[src/rtl/ibuf_pkg.sv]
// Package for the instruction buffer: MIPS field positions, the opcodes that
// take a zero-extended immediate, and the instruction word type.
// Optional feature macro used by the design: IBUF_IMMEXT_EN.
package ibuf_pkg;

    typedef logic [31:0] instr_t;

    // Bit positions of the MIPS instruction fields.
    localparam int OPC_HI   = 31;
    localparam int OPC_LO   = 26;
    localparam int RS_HI    = 25;
    localparam int RS_LO    = 21;
    localparam int RT_HI    = 20;
    localparam int RT_LO    = 16;
    localparam int RD_HI    = 15;
    localparam int RD_LO    = 11;
    localparam int SHAMT_HI = 10;
    localparam int SHAMT_LO = 6;
    localparam int FUNCT_HI = 5;
    localparam int FUNCT_LO = 0;
    localparam int IM1_HI   = 15;
    localparam int IM1_LO   = 0;
    localparam int IM2_HI   = 25;
    localparam int IM2_LO   = 0;

    // Field widths derived from the positions above.
    localparam int OPC_W   = OPC_HI - OPC_LO + 1;
    localparam int REG_W   = RS_HI - RS_LO + 1;
    localparam int SHAMT_W = SHAMT_HI - SHAMT_LO + 1;
    localparam int FUNCT_W = FUNCT_HI - FUNCT_LO + 1;
    localparam int IM1_W   = IM1_HI - IM1_LO + 1;
    localparam int IM2_W   = IM2_HI - IM2_LO + 1;

    // Logical immediates are zero-extended; everything else sign-extends.
    localparam logic [OPC_W-1:0] OP_ANDI = 6'h0C;
    localparam logic [OPC_W-1:0] OP_ORI  = 6'h0D;
    localparam logic [OPC_W-1:0] OP_XORI = 6'h0E;

    // True when the opcode's 16-bit immediate is zero-extended.
    function automatic logic imm_is_unsigned(input logic [OPC_W-1:0] op);
        return (op == OP_ANDI) || (op == OP_ORI) || (op == OP_XORI);
    endfunction

endpackage

[src/rtl/ins_buffer_if.sv]
// Fetch/decode handshake bundle for the instruction buffer.
// master: fetch + decode side (drives in_*, out_ready, flush).
// slave : the buffer itself.
// With IBUF_IMMEXT_EN defined the bundle also carries imm_ext.
interface ins_buffer_if #(
    parameter int PC_W = 32
) ();

    // Fetch side and redirect.
    logic            flush;
    logic            in_valid;
    logic            in_ready;
    logic [31:0]     in_ins;
    logic [PC_W-1:0] in_pc;

    // Decode side: head entry, already split into fields.
    logic            out_valid;
    logic            out_ready;
    logic [PC_W-1:0] out_pc;
    logic [5:0]      opcode;
    logic [5:0]      funct;
    logic [4:0]      rs;
    logic [4:0]      rt;
    logic [4:0]      rd;
    logic [4:0]      shamt;
    logic [15:0]     im1;
    logic [25:0]     im2;
`ifdef IBUF_IMMEXT_EN
    logic [31:0]     imm_ext;
`endif

`ifdef IBUF_IMMEXT_EN
    modport master (
        output flush, in_valid, in_ins, in_pc, out_ready,
        input  in_ready, out_valid, out_pc,
        input  opcode, funct, rs, rt, rd, shamt, im1, im2, imm_ext
    );

    modport slave (
        input  flush, in_valid, in_ins, in_pc, out_ready,
        output in_ready, out_valid, out_pc,
        output opcode, funct, rs, rt, rd, shamt, im1, im2, imm_ext
    );
`else
    modport master (
        output flush, in_valid, in_ins, in_pc, out_ready,
        input  in_ready, out_valid, out_pc,
        input  opcode, funct, rs, rt, rd, shamt, im1, im2
    );

    modport slave (
        input  flush, in_valid, in_ins, in_pc, out_ready,
        output in_ready, out_valid, out_pc,
        output opcode, funct, rs, rt, rd, shamt, im1, im2
    );
`endif

endinterface

[src/rtl/ins_fields.sv]
// Purely combinational MIPS field slicer for the buffer head.
// All outputs are forced to zero while valid is low, so decode never sees
// stale storage contents.
// With IBUF_IMMEXT_EN defined it also produces the extended immediate.
module ins_fields
    import ibuf_pkg::*;
(
    input  instr_t             ins,
    input  logic               valid,
    output logic [OPC_W-1:0]   opcode,
    output logic [FUNCT_W-1:0] funct,
    output logic [REG_W-1:0]   rs,
    output logic [REG_W-1:0]   rt,
    output logic [REG_W-1:0]   rd,
    output logic [SHAMT_W-1:0] shamt,
    output logic [IM1_W-1:0]   im1,
    output logic [IM2_W-1:0]   im2
`ifdef IBUF_IMMEXT_EN
    ,
    output logic [31:0]        imm_ext
`endif
);

    // Gating the word once makes every field below zero while invalid.
    instr_t gated;

    assign gated  = valid ? ins : '0;

    assign opcode = gated[OPC_HI:OPC_LO];
    assign funct  = gated[FUNCT_HI:FUNCT_LO];
    assign rs     = gated[RS_HI:RS_LO];
    assign rt     = gated[RT_HI:RT_LO];
    assign rd     = gated[RD_HI:RD_LO];
    assign shamt  = gated[SHAMT_HI:SHAMT_LO];
    assign im1    = gated[IM1_HI:IM1_LO];
    assign im2    = gated[IM2_HI:IM2_LO];

`ifdef IBUF_IMMEXT_EN
    // Zero-extend for the logical immediates, sign-extend otherwise; a gated
    // (all-zero) word extends to zero either way.
    always_comb begin
        imm_ext = {{16{gated[IM1_HI]}}, gated[IM1_HI:IM1_LO]};
        if (imm_is_unsigned(gated[OPC_HI:OPC_LO])) begin
            imm_ext = {16'h0000, gated[IM1_HI:IM1_LO]};
        end
    end
`endif

endmodule

[src/rtl/ins_buffer.sv]
// Instruction buffer between fetch and decode.
// A DEPTH-entry circular queue of (instruction, PC) pairs with valid/ready on
// both sides and a synchronous flush for branch/jump redirects. The head
// entry is presented already split into MIPS fields via ins_fields.
// No empty bypass: a pushed word becomes visible one cycle later, and
// in_ready depends only on registered state.
// Optional feature: define IBUF_IMMEXT_EN to add the imm_ext output.
module ins_buffer
    import ibuf_pkg::*;
#(
    parameter int DEPTH = 4,
    parameter int PC_W  = 32
) (
    input  logic         clk,
    input  logic         rst_n,
    ins_buffer_if.slave  bus
);

    localparam int PTR_W = $clog2(DEPTH);
    localparam int CNT_W = PTR_W + 1;
    localparam logic [CNT_W-1:0] FULL_CNT = CNT_W'(DEPTH);

    // Storage: instruction words and their PCs.
    instr_t          mem_ins [DEPTH];
    logic [PC_W-1:0] mem_pc  [DEPTH];

    // Queue state.
    logic [PTR_W-1:0] wr_ptr;
    logic [PTR_W-1:0] rd_ptr;
    logic [CNT_W-1:0] count;
    logic [CNT_W-1:0] count_next;

    logic push;
    logic pop;
    logic head_valid;

    // Handshake status comes only from the registered count.
    assign head_valid    = (count != '0);
    assign bus.out_valid = head_valid;
    assign bus.in_ready  = (count != FULL_CNT);

    assign push = bus.in_valid  & bus.in_ready;
    assign pop  = head_valid    & bus.out_ready;

    // Occupancy update: push only grows, pop only shrinks, both together hold.
    always_comb begin
        // NOTE: default assigned first so every path drives count_next and no latch is inferred.
        count_next = count;
        unique case ({push, pop})
            2'b10:   count_next = count + 1'b1;
            2'b01:   count_next = count - 1'b1;
            default: count_next = count;
        endcase
    end

    // Pointer and count registers; flush outranks any push/pop this cycle.
    always_ff @(posedge clk or negedge rst_n) begin
        if (!rst_n) begin
            // NOTE: non-blocking assignments for all registered state so every flop samples pre-edge values.
            wr_ptr <= '0;
            rd_ptr <= '0;
            count  <= '0;
        end else if (bus.flush) begin
            wr_ptr <= '0;
            rd_ptr <= '0;
            count  <= '0;
        end else begin
            if (push) begin
                wr_ptr <= wr_ptr + 1'b1;
            end
            if (pop) begin
                rd_ptr <= rd_ptr + 1'b1;
            end
            count <= count_next;
        end
    end

    // Storage write on an accepted push; a flushed push is dropped.
    always_ff @(posedge clk) begin
        // NOTE: the array has no reset; outputs are gated by out_valid, so its contents never leak.
        if (push && !bus.flush) begin
            mem_ins[wr_ptr] <= bus.in_ins;
            mem_pc[wr_ptr]  <= bus.in_pc;
        end
    end

    // Head PC, zeroed while the buffer is empty.
    assign bus.out_pc = head_valid ? mem_pc[rd_ptr] : '0;

    // Field decode of the head instruction.
    ins_fields u_fields (
        .ins     (mem_ins[rd_ptr]),
        .valid   (head_valid),
        .opcode  (bus.opcode),
        .funct   (bus.funct),
        .rs      (bus.rs),
        .rt      (bus.rt),
        .rd      (bus.rd),
        .shamt   (bus.shamt),
        .im1     (bus.im1),
        .im2     (bus.im2)
`ifdef IBUF_IMMEXT_EN
        ,
        .imm_ext (bus.imm_ext)
`endif
    );

endmodule

[src/flat_wrapper.sv]
// flat-port wrapper written by rule: the top's interface ports become plain ports
module ins_buffer_flat import ibuf_pkg::*;
#(
    parameter int DEPTH = 4,
    parameter int PC_W  = 32
)
  (clk, rst_n, bus_flush, bus_in_valid, bus_in_ins, bus_in_pc, bus_out_ready, bus_in_ready, bus_out_valid, bus_out_pc, bus_opcode, bus_funct, bus_rs, bus_rt, bus_rd, bus_shamt, bus_im1, bus_im2);
  ins_buffer_if #(.PC_W(PC_W)) bus_i ();
  input  logic clk;
  input  logic rst_n;
  input wire logic [$bits(bus_i.flush)-1:0] bus_flush;
  input wire logic [$bits(bus_i.in_valid)-1:0] bus_in_valid;
  input wire logic [$bits(bus_i.in_ins)-1:0] bus_in_ins;
  input wire logic [$bits(bus_i.in_pc)-1:0] bus_in_pc;
  input wire logic [$bits(bus_i.out_ready)-1:0] bus_out_ready;
  output wire logic [$bits(bus_i.in_ready)-1:0] bus_in_ready;
  output wire logic [$bits(bus_i.out_valid)-1:0] bus_out_valid;
  output wire logic [$bits(bus_i.out_pc)-1:0] bus_out_pc;
  output wire logic [$bits(bus_i.opcode)-1:0] bus_opcode;
  output wire logic [$bits(bus_i.funct)-1:0] bus_funct;
  output wire logic [$bits(bus_i.rs)-1:0] bus_rs;
  output wire logic [$bits(bus_i.rt)-1:0] bus_rt;
  output wire logic [$bits(bus_i.rd)-1:0] bus_rd;
  output wire logic [$bits(bus_i.shamt)-1:0] bus_shamt;
  output wire logic [$bits(bus_i.im1)-1:0] bus_im1;
  output wire logic [$bits(bus_i.im2)-1:0] bus_im2;
  assign bus_i.flush = bus_flush;
  assign bus_i.in_valid = bus_in_valid;
  assign bus_i.in_ins = bus_in_ins;
  assign bus_i.in_pc = bus_in_pc;
  assign bus_i.out_ready = bus_out_ready;
  assign bus_in_ready = bus_i.in_ready;
  assign bus_out_valid = bus_i.out_valid;
  assign bus_out_pc = bus_i.out_pc;
  assign bus_opcode = bus_i.opcode;
  assign bus_funct = bus_i.funct;
  assign bus_rs = bus_i.rs;
  assign bus_rt = bus_i.rt;
  assign bus_rd = bus_i.rd;
  assign bus_shamt = bus_i.shamt;
  assign bus_im1 = bus_i.im1;
  assign bus_im2 = bus_i.im2;
  ins_buffer #(.DEPTH(DEPTH), .PC_W(PC_W)) u_core (.clk(clk), .rst_n(rst_n), .bus(bus_i));
endmodule
[config.mk]
export PLATFORM = sky130hd
export DESIGN_NAME = ins_buffer_flat
export DESIGN_NICKNAME = d
export VERILOG_FILES = /design/src/rtl/ibuf_pkg.sv /design/src/rtl/ins_buffer_if.sv /design/src/rtl/ins_fields.sv /design/src/rtl/ins_buffer.sv /design/src/flat_wrapper.sv
export SDC_FILE = /design/constraint.sdc
export NUM_CORES = 1
export LEC_CHECK = 0
export CAP_MARGIN = 10
export CORE_UTILIZATION = 57
export CTS_CLUSTER_DIAMETER = 80
export DETAILED_ROUTE_END_ITERATION = 16
export PLACE_DENSITY = 0.93
export SYNTH_ARGS = -nofsm -noshare
export SYNTH_HDL_FRONTEND = slang
export SYNTH_SLANG_ARGS = --single-unit
[constraint.sdc]
create_clock -name clk -period 8.1 [get_ports clk]
set_input_delay 1.62 -clock clk [delete_from_list [all_inputs] [get_ports clk]]
set_output_delay 1.62 -clock clk [all_outputs]
set_load 0.05 [all_outputs]
==> flow_summary_export.csv, run 1 <==
group,metric,value,unit
cts,h-tree-depth,1,
floorplanning,start_util,58.4,%
route,vias_per_cell,5.68,
route,wl_per_cell,21.6,um
synth,ys_types,31,
setup_path,startpoint,"u_core.rd_ptr[0]$_DFFE_PN0P_",
global_route,overflow,0,
synth,avgSynthCellArea,20.5,um^2
setup_path,cp.arrival,3.58,ns
route,wl_met1,7620,um
cts,clkSinkCount,263,
final_layout,fin_cells,900,
floorplanning,core_area,0.0180,mm^2
route,drtIter0Drc,268,
placement,pre_cts_slack,3.34,ns
setup_path,cpMaxStageDelayCell,"dfrtp_4",
cts,cts_resized,0,
setup_path,rr_worst_depth,6,
final_layout,final_nets,725,
setup_path,path_max_fanout,35,
setup_path,start_kind,"flop",
sta,setup_violations,0,
global_route,grt_max_degree,69,
setup_path,crit_path_end_kind,"primary output",
cts,cts.hold.buffers_added,0,
sta,finalCritPeriodShare,64.3,%
setup_path,timing.reg2reg.setup_slack,4.81,ns
cts,cts-root-buf,"clkbuf_16",
placement,dp_hpwl,11300,um
cts,clock_latency,0.51,ns
sta,max_freq,192,MHz
job,cap_viol_max_count,0,
global_route,grt_pass1_vias,5358,
synth,synth_warnings,0,
floorplanning,die_y,138,um
sta,finalHoldViolations,0,
setup_path,slowest_delay,0.87,ns
final_layout,synthToLayoutAreaGrowth,23.9,%
sta,fin_crit,5.20,ns
synth,synth-seq-cells,263,
placement,io_buffers,176,
final_layout,layout-drive-gt1-share,16.4,%
synth,ys.flop_type,"edfxtp_1",
global_route,antenna_found_initial,0,
route,routed-wl-met2,10200,um
power_and_ir_drop,ir_worst_vdd,0.245,mV
worst_hold_path,hp-class,"flop to flop",
final_layout,finish.utilization,72.3,%
cts,numCtsBuffers,26,
global_route,grt_pass1_wl,29100,um
floorplanning,rows,49,
floorplanning,die_area,0.0190,mm^2
final_layout,final_common_cell,"edfxtp_1",
setup_path,r2r_end,"u_core.count[2]$_DFFE_PN0P_",
route,highest_layer,"met4",
floorplanning,io_pins,177,
power_and_ir_drop,p_leak,4.17,nW
setup_path,critPathRequiredTime,6.48,ns
sta,hold-worst-slack,0.625,ns
setup_path,critPathKind,"flop to primary output",
synth,synth_edf_count,256,
outcome,outcome,"finished, final reports clean",
setup_path,r2r-start,"u_core.count[0]$_DFFE_PN0P_",
route,drc_errors,0,
cts,clockBufferDepth,3,
final_layout,diodes,0,
cts,postCtsSetupBuffers,0,
route,route.met3.wl,1140,um
power_and_ir_drop,power_density,295,mW/mm^2
synth,syn_inst,512,
floorplanning,fp.dieW,138,um
sta,worst-slew-pin-transition,1.08,ns
sta,final.setup.worst_slack,2.90,ns
route,via_count,5115,
synth,syn-num-nets,586,
placement,gp_congestion,0.676,
final_layout,fillerInstances,1043,
cts,path_clk_slew,0.06,ns
sta,slew_violations,0,
route,ant_nets,0,
cts,cts_tree,"done",
setup_path,crit_end,"bus_im1[13]",
global_route,grt_usage,20.9,%
placement,place_inst,852,
sta,slew_headroom,28.2,%
sta,skew,0.0166,ns
sta,setup_tns,0,ns
sta,rsz0062_at_grt,"false",
route,dr.pass1.iters,5,
setup_path,path_cells,"buf_4, mux4_2, and2_1, clkdlybuf4s50_1",
route,routed_wirelength,19400,um
final_layout,final_cell_mix,"edfxtp_1, clkdlybuf4s50_1, mux4_2, and2_1, clkbuf_16",
synth,syn_area,0.0105,mm^2
synth,ys_seq_area_share,74.7,%
synth,synth-async-reset-ratio,2.66,%
==> kinds of logic after synthesis <==
kind of cell,Yosys count,share of synthesized area (%)
buf+inv,69,4.44
flops,263,74.7
xor+xnor,5,0.416
simple gates,95,5.40
fa+ha+maj,5,0.666
compound gates,11,0.642
mux,64,13.7
==> Yosys cell counts (2+ instances only) <==
cell type	count	area share, %
edfxtp_1	256	73
and2_1	68	4.0
mux4_2	64	14
buf_4	45	3.2
clkbuf_1	10	0.36
buf_2	7	0.33
dfrtp_1	7	1.7
nor2_1	7	0.25
nand2_1	5	0.18
nand3_1	5	0.24
a21oi_1	4	0.19
buf_6	4	0.43
ha_1	4	0.48
inv_1	3	0.11
xor2_1	3	0.25
a21o_1	2	0.14
o21ai_0	2	0.095
or3_1	2	0.12
xnor2_1	2	0.17
==> stage by stage <==
stage	area, um^2	power [mW]
after floorplan	10500	2.37
after global placement	12100	2.61
after detailed placement	12100	2.64
after CTS	13000	3.87
after global routing	13000	3.97
final	13000	3.84
==> worst max-delay path, delay by kind of cell (launching register included) <==
family                 cells  cell delay (ns)
buffers and inverters      2             1.38
flip-flops                 1             0.87
multiplexers               1             0.58
AND/OR/NAND/NOR            1             0.21
==> routing by layer <==
metal	vias to the layer above	GRT usage (%)
met3	37	3.47
met1	2619	27.2
met4	0	6.52
met2	197	36.2
met5	-	0
li1	2262	-
==> flip-flops by register name (all words and copies together) (netlist names) <==
name	flops
u_core.rd_ptr	2
u_core.mem_ins	128
u_core.wr_ptr	2
u_core.count	3
u_core.mem_pc	128
==> area by class of cell <==
cell class / instances / area, um^2 / share of cell area (%)
clock inverters: 18 / 211 / 1.62
inverters: 3 / 11.3 / 0.0864
well taps: 229 / 287 / 2.20
repair buffers: 177 / 1770 / 13.6
multi-input cells: 180 / 2200 / 16.9
clock buffers: 30 / 687 / 5.27
flip-flops and latches: 263 / 7870 / 60.4
==> report_power, final <==
group          total (mW)  internal, mW  switching (mW)
Sequential           1.59          1.55          0.0446
Combinational        1.01         0.370           0.640
Clock                1.24         0.764           0.474
==> worst min path at each step <==
stage,depth (start not counted),slack (ns),endpoint,start
after global routing,2,0.64,u_core.wr_ptr[1]$_DFFE_PN0P_,u_core.wr_ptr[1]$_DFFE_PN0P_
after CTS,2,0.61,u_core.wr_ptr[1]$_DFFE_PN0P_,u_core.wr_ptr[1]$_DFFE_PN0P_
final,2,0.62,u_core.wr_ptr[1]$_DFFE_PN0P_,u_core.wr_ptr[1]$_DFFE_PN0P_
after global placement,2,0.55,u_core.wr_ptr[1]$_DFFE_PN0P_,u_core.wr_ptr[1]$_DFFE_PN0P_
after floorplan,2,0.54,u_core.wr_ptr[1]$_DFFE_PN0P_,u_core.wr_ptr[1]$_DFFE_PN0P_
after detailed placement,2,0.60,u_core.wr_ptr[1]$_DFFE_PN0P_,u_core.wr_ptr[1]$_DFFE_PN0P_
No activity file was read; power rests on OpenSTA's default activity.
==> run 2, diff against run 1 <==
- CORE_UTILIZATION: 57 -> 53
- PLACE_DENSITY: 0.93 -> 0.88
- clock period: 8.1 -> 5.32 ns (I/O delays scaled with it)
==> run 2 against run 1 <==
Non-clock buffer count unchanged. Die area increased by 7.4%. Cell area decreased by 0.14%.
==> flow_summary_export.csv, run 2 (same netlist as run 1, synthesis figures left out) <==
group,metric,value,unit
outcome,outcome,"finished, final reports clean",
power_and_ir_drop,p_total,5.70,mW
cts,clkSinkCount,263,
worst_hold_path,hp-class,"flop to flop",
global_route,overflow,0,
final_layout,final_cell_mix,"edfxtp_1, clkdlybuf4s50_1, mux4_2, and2_1, clkbuf_16",
sta,finalHoldViolations,0,
power_and_ir_drop,p_comb_share,27.1,%
route,drc_errors,0,
power_and_ir_drop,power_density,438,mW/mm^2
sta,worst-slew-pin-transition,1.18,ns
sta,hold-worst-slack,0.600,ns
route,vias_per_cell,5.54,
global_route,grt_pass1_wl,29200,um
sta,slew_violations,0,
route,route.met3.wl,1500,um
final_layout,fin_cells,935,
cts,clockBufferDepth,3,
route,highest_layer,"met4",
final_layout,final_nets,725,
floorplanning,start_util,54.1,%
sta,finalCritPeriodShare,80.6,%
global_route,antenna_found_initial,0,
power_and_ir_drop,power.switching,1.76,mW
placement,dp_hpwl,10900,um
global_route,grt_pass1_vias,5387,
route,via_count,5181,
power_and_ir_drop,clkPwrFrac,30.4,%
final_layout,layout-drive-gt1-share,16.4,%
floorplanning,die_y,143,um
setup_path,crit_path_end_kind,"primary output",
setup_path,path_cells,"buf_12, mux4_2, and2_1, clkdlybuf4s50_1",
setup_path,slowest_delay,0.82,ns
sta,fin_crit,4.29,ns
route,drtIter0Drc,344,
route,wl_met1,7340,um
floorplanning,fp.dieW,143,um
floorplanning,die_area,0.0204,mm^2
cts,postCtsSetupBuffers,0,
placement,place_inst,888,
route,dr.pass1.iters,4,
sta,max_freq,233,MHz
cts,numCtsBuffers,26,
placement,gp_congestion,0.715,
power_and_ir_drop,p_int,3.94,mW
sta,rsz0062_at_grt,"false",
floorplanning,io_pins,177,
cts,cts_tree,"done",
final_layout,synthToLayoutAreaGrowth,23.8,%
final_layout,diodes,0,
final_layout,top_regs,"u_core.mem_ins x128, u_core.mem_pc x128, u_core.count x3",
placement,io_buffers,176,
worst_hold_path,hold_path.startpoint,"u_core.wr_ptr[1]$_DFFE_PN0P_",
setup_path,cpMaxStageDelayCell,"dfrtp_4",
floorplanning,core_area,0.0195,mm^2
power_and_ir_drop,ir_worst_vdd,0.398,mV
setup_path,critPathTopFamily,"buffers and inverters",
final_layout,final_common_cell,"edfxtp_1",
setup_path,path_max_fanout,38,
setup_path,cp.buffers_inverters,2,
setup_path,rr_worst_depth,6,
sta,setup_violations,0,
setup_path,r2r-start,"u_core.count[0]$_DFFE_PN0P_",
cts,cts.hold.buffers_added,0,
setup_path,critPathKind,"flop to primary output",
job,cap_viol_max_count,0,
setup_path,cp.arrival,3.23,ns
worst_hold_path,holdPathEnd,"u_core.wr_ptr[1]$_DFFE_PN0P_",
floorplanning,rows,51,
global_route,grt_max_degree,69,
setup_path,critPathRequiredTime,4.26,ns
cts,cts-root-buf,"clkbuf_16",
setup_path,timing.reg2reg.setup_slack,1.99,ns
route,routed_wirelength,19100,um
power_and_ir_drop,p_leak,4.14,nW
route,wl_per_cell,20.4,um
power_and_ir_drop,p_seq_share,42.5,%
route,routed-wl-met2,9930,um
cts,path_clk_slew,0.06,ns
setup_path,r2r_end,"u_core.count[2]$_DFFE_PN0P_",
cts,clock_latency,0.51,ns
sta,slew_headroom,21.5,%
route,ant_nets,0,
setup_path,start_kind,"flop",
power_and_ir_drop,sw_frac_of_total,30.9,%
final_layout,fillerInstances,1217,
worst_hold_path,holdPathStages,2,
cts,cts_resized,0,
sta,skew,0.00485,ns
cts,h-tree-depth,1,
sta,setup_tns,0,ns
global_route,grt_usage,19.2,%
[run 2: worst max path at each step]
| stage | startpoint | end | cells after the start |
|---|---|---|---|
| 4_1_cts | u_core.rd_ptr[0]$_DFFE_PN0P_ | bus_rs[3] | 4 |
| 3_5_place_dp | u_core.rd_ptr[0]$_DFFE_PN0P_ | bus_rs[3] | 4 |
| 3_3_place_gp | u_core.rd_ptr[0]$_DFFE_PN0P_ | bus_im2[23] | 4 |
| 6_report | u_core.rd_ptr[0]$_DFFE_PN0P_ | bus_out_pc[5] | 4 |
| 5_1_grt | u_core.count[0]$_DFFE_PN0P_ | bus_im1[12] | 3 |
| 2_1_floorplan | bus_in_valid | u_core.mem_ins[0][0]$_DFFE_PP_ | 3 |
[run 2: per-stage QoR]
step | worst slack (ns) | util [%] | cell area, um^2
floorplan | 1.94 | - | 10500
global placement | 1.54 | 62.7 | 12200
detailed placement | 1.51 | 62.7 | 12200
CTS | 0.946 | 66.9 | 13000
global route | 0.844 | 66.9 | 13000
finish | 1.03 | 66.9 | 13000
[run 2: layout make-up]
class,count,area [um^2],share of cell area (%)
Clock buffer,27,676,5.19
Clock inverter,20,146,1.12
Inverter,3,11.3,0.0865
Multi-Input combinational cell,180,2200,16.9
Sequential cell,263,7870,60.5
Tap cell,265,332,2.55
Timing Repair Buffer,177,1780,13.7
[run 2: power by group through the flow]
stage	Clock (mW)	Combinational, mW	Sequential (mW)
6_report	1.73	1.55	2.42
5_1_grt	1.84	1.62	2.43
4_1_cts	1.77	1.56	2.43
3_5_place_dp	0	1.55	2.47
3_3_place_gp	0	1.53	2.46
2_1_floorplan	0	1.19	2.42
[run 2: layer usage]
metal  vias to the layer above  track usage (%)
li1                       2269                -
met1                      2665             24.2
met2                       217             33.5
met3                        30             4.63
met4                         0             5.26
met5                         -                0
[run 2: worst register-to-register path: stages (launching register included)]
cell and delay (ns):
dfrtp_1 0.49, or3_2 1.01, and3_1 0.41, fa_1 0.43, or4b_1 0.56, a21o_1 0.19, a31oi_1 0.15
==> run 3, diff against run 2 <==
- clock period: 5.32 -> 4.1 ns (I/O delays scaled with it)
==> run 3 against run 2 <==
Critical path depth stayed put. Sequential share of layout area fell by 1.0 points. Core utilization up 1.2 points. Clock skew grew 0.0055 ns. Via count hardly changed. Worst hold slack about the same. Sequential cell count stayed put. Register-to-register slack got worse by 0.81 ns. First-iteration DRC count rose by 8.7%. Clock power increased by 47%. Combinational power up 32%. Critical path type unchanged. Highest routed layer unchanged.
==> flow_summary_export.csv, run 3 (same netlist as run 1, synthesis figures left out) <==
group,metric,value,unit
placement,io_buffers,176,
setup_path,critPathTopFamily,"buffers and inverters",
sta,finalCritPeriodShare,93.3,%
setup_path,crit_path_end_kind,"primary output",
cts,numCtsBuffers,25,
cts,cts.hold.buffers_added,0,
sta,max_freq,261,MHz
sta,slew_violations,0,
global_route,overflow,0,
final_layout,diodes,0,
sta,slew_headroom,58.1,%
final_layout,final_cell_mix,"edfxtp_1, clkdlybuf4s50_1, mux4_2, and2_1, clkbuf_16",
setup_path,cpMaxStageDelayCell,"clkdlybuf4s50_1",
sta,hold-worst-slack,0.599,ns
global_route,antenna_found_initial,0,
cts,cts-root-buf,"clkbuf_16",
setup_path,critPathRequiredTime,3.28,ns
cts,postCtsSetupBuffers,0,
cts,clkSinkCount,263,
setup_path,cp.buffers_inverters,2,
setup_path,path_cells,"buf_12, mux4_2, and2_1, clkdlybuf4s50_1",
final_layout,fin_cells,940,
placement,gp_congestion,0.726,
cts,path_clk_slew,0.06,ns
route,via_count,5178,
route,vias_per_cell,5.51,
power_and_ir_drop,power_density,581,mW/mm^2
cts,h-tree-depth,1,
final_layout,top_regs,"u_core.mem_ins x128, u_core.mem_pc x128, u_core.count x3",
sta,skew,0.0103,ns
route,ant_nets,0,
global_route,grt_pass1_wl,29700,um
floorplanning,fp.dieW,143,um
power_and_ir_drop,ir_worst_vdd,0.478,mV
setup_path,cp.arrival,3.00,ns
final_layout,synthToLayoutAreaGrowth,25.9,%
global_route,grt_pass1_vias,5398,
global_route,grt_usage,19.7,%
final_layout,final_common_cell,"edfxtp_1",
final_layout,layout-drive-gt1-share,17.8,%
outcome,outcome,"finished, final reports clean",
setup_path,path_max_fanout,39,
floorplanning,start_util,54.1,%
sta,worst-slew-pin-transition,0.629,ns
sta,setup_tns,0,ns
route,routed_wirelength,19400,um
sta,rsz0062_at_grt,"false",
power_and_ir_drop,p_total,7.70,mW
route,drtIter0Drc,374,
floorplanning,die_y,143,um
sta,finalHoldViolations,0,
final_layout,final_nets,732,
final_layout,finish.utilization,68.1,%
sta,setup_violations,0,
cts,clockBufferDepth,3,
route,dr.pass1.iters,5,
cts,clock_latency,0.50,ns
floorplanning,core_area,0.0195,mm^2
worst_hold_path,hp-class,"flop to flop",
placement,placed_area,0.0123,mm^2
power_and_ir_drop,p_leak,4.25,nW
placement,place_inst,896,
setup_path,slowest_delay,0.72,ns
final_layout,fin_area,0.0132,mm^2
setup_path,start_kind,"flop",
placement,pre_cts_slack,0.628,ns
floorplanning,rows,51,
cts,cts_tree,"done",
job,cap_viol_max_count,0,
placement,dp_hpwl,11800,um
global_route,grt_max_degree,69,
setup_path,critPathKind,"flop to primary output",
route,wl_per_cell,20.6,um
floorplanning,io_pins,177,
floorplanning,die_area,0.0204,mm^2
sta,final.setup.worst_slack,0.276,ns
sta,fin_crit,3.82,ns
route,drc_errors,0,
## run 3: changes by cell type in the layout (fill, tap and decap cells not counted), moves of 2 or more
cell and delta:
clkinvlp_4 -3, bufinv_16 +6, buf_12 +5, clkinv_1 -5
clkinv_4 +2, clkbuf_16 -2, buf_4 +3
## run 3: area by class of cell
class                           instances  area [um^2]
Fill cell                            1173         6220
Inverter                                3         11.3
Clock inverter                         19          298
Tap cell                              265          332
Clock buffer                           25          626
Sequential cell                       263         7870
Timing Repair Buffer                  185         1900
Multi-Input combinational cell        180         2210
## run 3: timing repair
item	CTS	global route
gates resized for setup	0	1
hold endpoints to repair	0	0
setup endpoints to repair	0	49
## run 3: worst paths after layout
check                                        startpoint                      endpoint  slack (ns)  depth (start not counted)
setup / recovery           u_core.rd_ptr[0]$_DFFE_PN0P_                    bus_im2[0]        0.28                          4
hold / removal             u_core.wr_ptr[1]$_DFFE_PN0P_  u_core.wr_ptr[1]$_DFFE_PN0P_        0.60                          2
setup reg to reg            u_core.count[0]$_DFFE_PN0P_   u_core.count[2]$_DFFE_PN0P_        1.18                          6
hold reg to reg            u_core.wr_ptr[1]$_DFFE_PN0P_  u_core.wr_ptr[1]$_DFFE_PN0P_        0.60                          2
max in group asynchronous                         rst_n  u_core.rd_ptr[1]$_DFFE_PN0P_        3.19                          1
min in group asynchronous                         rst_n   u_core.count[2]$_DFFE_PN0P_        0.61                          1
## run 3: layer usage
layer	wire length, um	up-vias	GRT usage (%)
li1	-	2278	-
met4	221	0	4.07
met2	10300	215	35.1
met5	0	-	0
met1	7580	2661	24.9
met3	1310	24	4.23
## run 3: tightest hold or removal path: stages (launching register included)
cell and delay (ns):
dfrtp_1 0.42, nand2_1 0.08, a21oi_1 0.06
## run 3: report_power, final
| part | total (mW) | switching (mW) | leakage (nW) | internal [mW] |
|---|---|---|---|---|
| clock network | 2.54 | 0.924 | 0.455 | 1.61 |
| registers | 3.12 | 0.0610 | 2.41 | 3.06 |
| logic | 2.04 | 1.29 | 1.38 | 0.750 |
| total | 7.70 | 2.28 | 4.25 | 5.42 |
==> variant (config.mk and constraints of run 2) <==
Reset style: synchronous (`rst_n`), changed in one clocked block.
--- a/src/rtl/ins_buffer.sv
+++ b/src/rtl/ins_buffer.sv
@@ -55,5 +55,5 @@
 
     // Pointer and count registers; flush outranks any push/pop this cycle.
-    always_ff @(posedge clk or negedge rst_n) begin
+    always_ff @(posedge clk) begin
         if (!rst_n) begin
             // NOTE: non-blocking assignments for all registered state so every flop samples pre-edge values.
Formal check against the unedited RTL: differs if rst_n is asserted again (counterexample within 4 cycles, from zero or initial values and one cycle with rst_n low); with rst_n held inactive, the same outputs for 4 cycles.
==> variant against run 2 <==
- area after synthesis is essentially flat
- count of clock-buffer cells in the layout grew 2
- sequential cell count grew 2
- worst setup slack gained 0.058 ns
- first-iteration DRC count shrank 11%
- cell area grew 0.97%
- global-route usage grew 0.33 points
- routed wire length grew 2.4%
- highest routed layer unchanged
Power is not compared: it rests on default switching activity, and its combinational part moved more than twofold at a synthesized area within 25%.
==> variant: results (changes against run 2) <==
| Metric | Value |
|---|---|
| M1 GR Usage | `24.7% (+0.53 points)` |
| Most frequent cells after synthesis | `edfxtp_1, and2_1, mux4_2, buf_4, dfxtp_1` |
| Non-Clock Buffer Count | `185 (+4.5%)` |
| Least-Margin Pin Slew | `1.09 ns (-0.0879 ns)` |
| Clk cell area share | `7.05% (+0.74 points)` |
| Area contributors post-synth | `edfxtp_1, mux4_2, and2_1` |
| Drt first pass iters | `6 (+2)` |
| Fraction of area in non-clock buffers | `14.0% (+0.33 points)` |
| Register area | `7880 µm² (about the same)` |
| Clkbuf count | `29 (+7.4%)` |
| Num Clock Sinks | `265 (+0.76%)` |
| Starting DRT DRC Count | `306 (-11%)` |
| Dpl hpwl | `11,800 µm (+8.7%)` |
| Largest net degree at the start of global routing | `66 (-4.3%)` |
| Post-synthesis mux area share | `13.8% (+0.13 points)` |
| All-Layer GR Usage | `19.6% (+0.33 points)` |
| Largest stage delay, worst path | `0.71 ns (-0.11 ns)` |
| First-pass GRT wire length | `29,700 µm (+1.6%)` |
| Pre-CTS setup slack | `1.55 ns (+0.0398 ns)` |
| Comb_multi_in | `164 (-8.9%)` |
| Synth cell types | `25 (-19%)` |
| Xor/xnor share of the synthesized area | `0.333% (-0.083 points)` |
| R2r setup slk | `2.52 ns (+0.53 ns)` |
| Data arrival time of the critical path | `3.17 ns (-0.06 ns)` |
| Skew final | `0.00682 ns (+0.00197 ns)` |
| Post-synthesis net count | `576 (-1.7%)` |
| Filler cells | `1,214 (-0.25%)` |
| Status | `finished, final reports clean` |
| Critical path's slowest cell | `clkdlybuf4s50_1` |
| GPL Wtd Cong | `0.709 (-0.81%)` |
| Synth Area in Compound Gates | `0.487% (-0.15 points)` |
| Dpl cells | `887 (-0.11%)` |
## variant: changes by cell type in the layout (fill, tap and decap cells not counted), sizes merged, moves of 3 or more
cell           run 2  this run
dfxtp              0         9
nand2              5         1
dfrtp              7         0
clkinv            15         9
nor3b              1         5
and2              68        64
inv                3         9
nand3              5         2
buf                1         9
bufinv             2         5
## variant: final timing paths
path | to | startpoint | cells after the start
setup reg to reg | u_core.count[2] | u_core.count[2] | 9
setup / recovery | bus_rt[1] | flop | 4
hold / removal | flop | u_core.rd_ptr[0] | 2
hold reg to reg | flop | u_core.rd_ptr[0] | 2
## variant: where the power goes
group | switching [mW] | total (mW) | leakage (nW) | internal [mW]
Sequential | 0.0132 | 2.34 | 2.40 | 2.32
Clock | 0.755 | 1.93 | 0.437 | 1.18
Combinational | 0.295 | 0.475 | 1.34 | 0.180
Total | 1.06 | 4.74 | 4.17 | 3.68
## variant: tightest hold or removal path, cell delays in order (launching register included)
cell and delay (ns):
dfxtp_1 0.35, xor2_1 0.08, nor2_1 0.08
